--- src/rtl/bit_serial_add_arbiter.sv ---
// Two-requester round-robin front end feeding a one-bit-per-cycle ripple adder.
// A granted operand pair is summed LSB-first over WIDTH cycles; the result is held until the next one.
module bit_serial_add_arbiter #(
  parameter int WIDTH = 4
) (
  input  logic             clk,
  input  logic             rst,
  input  logic             req0_valid,
  input  logic             req1_valid,
  input  logic [WIDTH-1:0] req0_a,
  input  logic [WIDTH-1:0] req0_b,
  input  logic [WIDTH-1:0] req1_a,
  input  logic [WIDTH-1:0] req1_b,
  output logic             req0_ready,
  output logic             req1_ready,
  output logic             rsp_valid,
  output logic             rsp_id,
  output logic [WIDTH-1:0] rsp_sum,
  output logic             rsp_carry,
  output logic             busy
);

  localparam int CNT_W = $clog2(WIDTH);
  localparam logic [CNT_W-1:0] LAST_BIT = CNT_W'(WIDTH - 1);

  typedef enum logic [1:0] {
    IDLE  = 2'd0,
    SHIFT = 2'd1,
    DONE  = 2'd2
  } state_e;

  state_e           state_q, state_d;
  logic [WIDTH-1:0] a_q, a_d;
  logic [WIDTH-1:0] b_q, b_d;
  logic [WIDTH-1:0] acc_q, acc_d;
  logic             carry_q, carry_d;
  logic [CNT_W-1:0] cnt_q, cnt_d;
  logic             op_id_q, op_id_d;
  logic             last_id_q, last_id_d;
  logic [WIDTH-1:0] rsp_sum_q, rsp_sum_d;
  logic             rsp_carry_q, rsp_carry_d;
  logic             rsp_id_q, rsp_id_d;

  logic             grant_valid;
  logic             grant_id;
  logic             sum_bit;
  logic             carry_next;

  // Arbitration: a lone requester wins; on a tie the one not served last wins.
  always_comb begin
    grant_valid = 1'b0;
    grant_id    = 1'b0;
    if (state_q == IDLE && !rst) begin
      if (req0_valid && req1_valid) begin
        grant_valid = 1'b1;
        grant_id    = ~last_id_q;
      end else if (req0_valid) begin
        grant_valid = 1'b1;
        grant_id    = 1'b0;
      end else if (req1_valid) begin
        grant_valid = 1'b1;
        grant_id    = 1'b1;
      end
    end
  end

  assign req0_ready = grant_valid && !grant_id;
  assign req1_ready = grant_valid &&  grant_id;

  // One full-adder slice on the current LSBs of the shifting operands.
  assign sum_bit    = a_q[0] ^ b_q[0] ^ carry_q;
  assign carry_next = (a_q[0] & b_q[0]) | (a_q[0] & carry_q) | (b_q[0] & carry_q);

  always_comb begin
    // NOTE: every signal is defaulted to its held value first, so no branch can infer a latch.
    state_d     = state_q;
    a_d         = a_q;
    b_d         = b_q;
    acc_d       = acc_q;
    carry_d     = carry_q;
    cnt_d       = cnt_q;
    op_id_d     = op_id_q;
    last_id_d   = last_id_q;
    rsp_sum_d   = rsp_sum_q;
    rsp_carry_d = rsp_carry_q;
    rsp_id_d    = rsp_id_q;

    unique case (state_q)
      IDLE: begin
        if (grant_valid) begin
          a_d       = grant_id ? req1_a : req0_a;
          b_d       = grant_id ? req1_b : req0_b;
          op_id_d   = grant_id;
          last_id_d = grant_id;
          carry_d   = 1'b0;
          cnt_d     = '0;
          state_d   = SHIFT;
        end
      end
      SHIFT: begin
        a_d     = a_q >> 1;
        b_d     = b_q >> 1;
        carry_d = carry_next;
        acc_d   = {sum_bit, acc_q[WIDTH-1:1]};
        cnt_d   = cnt_q + 1'b1;
        // The visible result only changes once the last bit has been folded in.
        if (cnt_q == LAST_BIT) begin
          rsp_sum_d   = {sum_bit, acc_q[WIDTH-1:1]};
          rsp_carry_d = carry_next;
          rsp_id_d    = op_id_q;
          state_d     = DONE;
        end
      end
      DONE: begin
        state_d = IDLE;
      end
      default: begin
        state_d = IDLE;
      end
    endcase
  end

  always_ff @(posedge clk) begin
    // NOTE: non-blocking assignments so every flop samples the pre-edge values of the others.
    if (rst) begin
      state_q     <= IDLE;
      a_q         <= '0;
      b_q         <= '0;
      acc_q       <= '0;
      carry_q     <= 1'b0;
      cnt_q       <= '0;
      op_id_q     <= 1'b0;
      last_id_q   <= 1'b1;
      rsp_sum_q   <= '0;
      rsp_carry_q <= 1'b0;
      rsp_id_q    <= 1'b0;
    end else begin
      state_q     <= state_d;
      a_q         <= a_d;
      b_q         <= b_d;
      acc_q       <= acc_d;
      carry_q     <= carry_d;
      cnt_q       <= cnt_d;
      op_id_q     <= op_id_d;
      last_id_q   <= last_id_d;
      rsp_sum_q   <= rsp_sum_d;
      rsp_carry_q <= rsp_carry_d;
      rsp_id_q    <= rsp_id_d;
    end
  end

  assign rsp_valid = (state_q == DONE);
  assign busy      = (state_q != IDLE);
  assign rsp_id    = rsp_id_q;
  assign rsp_sum   = rsp_sum_q;
  assign rsp_carry = rsp_carry_q;

endmodule

--- config.mk ---
export PLATFORM = sky130hd
export DESIGN_NAME = bit_serial_add_arbiter
export DESIGN_NICKNAME = d
export VERILOG_FILES = /design/src/rtl/bit_serial_add_arbiter.sv
export SDC_FILE = /design/constraint.sdc
export NUM_CORES = 1
export LEC_CHECK = 0
export BUFFER_PORTS_ARGS = -buffer_cell sky130_fd_sc_hd__buf_2
export CORE_MARGIN = 3
export CORE_UTILIZATION = 50
export DETAILED_ROUTE_END_ITERATION = 8
export GPL_TIMING_DRIVEN = 0
export HOLD_SLACK_MARGIN = 0.08
export PLACE_DENSITY = 0.85
export SLEW_MARGIN = 15
export SYNTH_ARGS = -nofsm -noshare
export SYNTH_HDL_FRONTEND = slang
export SYNTH_SLANG_ARGS = --single-unit
--- constraint.sdc ---
create_clock -name clk -period 2.1 [get_ports clk]
set_input_delay 0.525 -clock clk [delete_from_list [all_inputs] [get_ports clk]]
set_output_delay 0.525 -clock clk [all_outputs]
set_load 0.05 [all_outputs]
==> impl_metrics.toml <==
[floorplanning]
ios = 30
start_util = 0.544
die-area_mm2 = 0.00277
core_area_mm2 = 0.00200
die_x_um = 52.7
num_rows = 16
dieHeight_um = 52.7

[setup_path]
path_class = "register to output port"
rr_endpoint = "b_q[0]"
r2r_start = "state_q[0]"
endpoint_kind = "output port"
reg2reg_depth = 4
critical_path.startpoint = "state_q[0]"
slowest_stage = "or3_4"
worstSetupEndpoint = "req0_ready"
cp.required_ns = 1.57
arrival_ns = 1.57
startpoint_type = "register"
worstPathCellList = "or2_4, or3_4, nor2_4, buf_8"
crit_fanout = 4
critPathMaxStageDelay_ns = 0.39
reg2reg_slack_ns = 0.54

[route]
via_per_inst = 5.44
drt-initial-drc-count = 11
drc_errors = 0
wl_per_cell_um = 13.9
vias = 996
first_pass_iters = 4
routed_wl_mm = 2.54
postRouteAntennaNets = 0

[cts]
clkLatencyLatePin_ns = 0.32
numCtsBuffers = 3
tritoncts = "done"
cts-htree-levels = 1
cts_max_path_buffers = 2
clock-sinks = 24
cts_root_buffer = "clkbuf_4"
clk_pin_slew_ns = 0.13

[timing]
finalSetupViolCount = 0
post-route-period-util = 0.997
rsz0062_at_grt = "yes"
slew_headroom = 0.544
period_needed_ns = 2.09
max_slew.worst_pin.slew_ns = 0.677
finalHoldViolCount = 0
fmax_mhz = 478
drv_slew = 0
finClkSkew_ns = 0.00316
whs_ns = 0.411

[place]
placedCellCount = 177
port_buffers = 28
hpwl_mm = 1.82
place.gp.congestion = 0.810

[synth]
synth_top_cell_by_area = "dfxtp_1"
yosysWarnings = 0
synth_async_sr_flop_share = 0
synth_ff_type = "dfxtp_1"
postSynthAreaPerCell_um2 = 8.92
syn_nets = 144
syn_inst = 122
synth-seq-cells = 24
synthTopCellsByArea = "dfxtp_1 (44%), mux2i_1 (8.3%), o32ai_1 (6.4%)"
synth_top_area_frac = 0.441
synth_edf_count = 0
ys_types = 31
syn_area_mm2 = 0.00109
yosysSeqAreaShare = 0.441

[finish]
postLayoutCoreUtil = 0.682
diodes = 0
finalNonFillerCells = 183
nNetsFinal = 179
drive_above_1_share = 0.321
area_delta_synth_final_pct = 25.4

[power]
power.density_mw_per_mm2 = 658
p_leak_nw = 0.574
totalPowerFinal_w = 0.000899
vdd.ir_drop.worst_mv = 0.447

[global_route]
grt_pass1_vias = 983
grt_pass1_wl_mm = 4.29
grt_max_degree = 14
grt_overflow = 0
grtUsageTotal = 0.210
antenna_found_initial = 0

[outcome]
outcome = "completed"

[worst_hold_path]
worst_hold_path_type = "input pin to register"

[flow_run]
drv_cap = 0
[placed cells by master (no fill, tap or decap), types with 5 or more instances in the layout]
cell	count
mux2i_1	9
o21ai_0	5
o32ai_1	8
a21oi_1	12
nor2_1	11
dfxtp_1	22
buf_4	5
buf_2	28
nand2_1	10
nand3_1	6
nor3_1	7
[area by class of cell]
cell class              count  area [um^2]
repair buffers             32          190
clock buffers               4         36.3
fillers                   167          637
well taps                  27         33.8
plain buffers               6         38.8
flip-flops and latches     24          485
multi-input cells          87          569
inverters                   3         11.3
[report_power, final]
part	internal, W	leakage (nW)	total (W)	switching, W
logic	0.0000733	0.356	0.000159	0.0000853
registers	0.000478	0.197	0.000494	0.0000160
clock network	0.000106	0.0210	0.000246	0.000140
total	0.000657	0.574	0.000899	0.000241
[metal layers]
| metal | wire (um) | up-vias | global-route usage | part of all wire |
|---|---|---|---|---|
| li1 | - | 505 | - | - |
| met1 | 1100 | 459 | 0.244 | 0.43 |
| met2 | 1260 | 27 | 0.374 | 0.50 |
| met3 | 134 | 5 | 0.0313 | 0.053 |
| met4 | 42 | 0 | 0.0936 | 0.017 |
| met5 | 0 | - | 0 | 0 |
[cell usage after synthesis, drive strengths merged (3+ instances only)]
library cell and instances:
clkbuf 4, nor2 13, mux2i 9, inv 3
o21ai 5, nand3 6, o32ai 8, nor2b 3
a21oi 12, nand2 10, buf 4, dfxtp 24
nor3 7
[sequential cells by signal (all words and copies together), names as in the netlist]
signal     flops
op_id_q        1
acc_q          3
carry_q        1
last_id_q      1
b_q            4
rsp_sum        4
rsp_carry      1
cnt_q          2
rsp_id         1
a_q            4
state_q        2
[through the flow]
step                TNS (ns)  area [um^2]  setup slack, ns
floorplan            -0.0321         1090          -0.0321
global placement     -0.0401         1270          -0.0401
detailed placement   -0.0356         1270          -0.0356
CTS                  -0.0114         1350          -0.0114
global route         -0.0818         1370          -0.0423
finish                     0         1370          0.00643
[critical path: cells and delay by family, from the launching register on]
| family | cells | cell delay [ns] |
|---|---|---|
| buf+inv | 1 | 0.15 |
| simple gates | 3 | 0.74 |
| flops | 1 | 0.37 |
[logic make-up (layout without fill, tap and decap cells)]
logic type | after synthesis | after routing | synth area share
buffers and inverters | 11 | 45 | 0.0598
adders and majority gates | 2 | 2 | 0.0299
muxes | 9 | 9 | 0.0828
DFF | 24 | 24 | 0.441
AOI/OAI and AO/OA | 30 | 30 | 0.178
and+or+nand+nor | 46 | 46 | 0.208
[what timing repair did]
action,in CTS,in global routing
resized for setup,10,4
setup endpoints to repair,2,2
pin swaps,3,3
hold buffers,0,0
setup buffers,3,1
[worst min-delay path by stage]
stage                   start    endpoint  slack, ns  cells past startpoint
finish                    rst   rsp_carry       0.41                      2
global route              rst  rsp_sum[3]       0.40                      2
CTS                       rst   rsp_carry       0.40                      2
detailed placement  rsp_carry   rsp_carry       0.45                      2
global placement    rsp_carry   rsp_carry       0.44                      2
floorplan              a_q[3]      a_q[3]       0.43                      2
(Power assumes the default switching activity.)
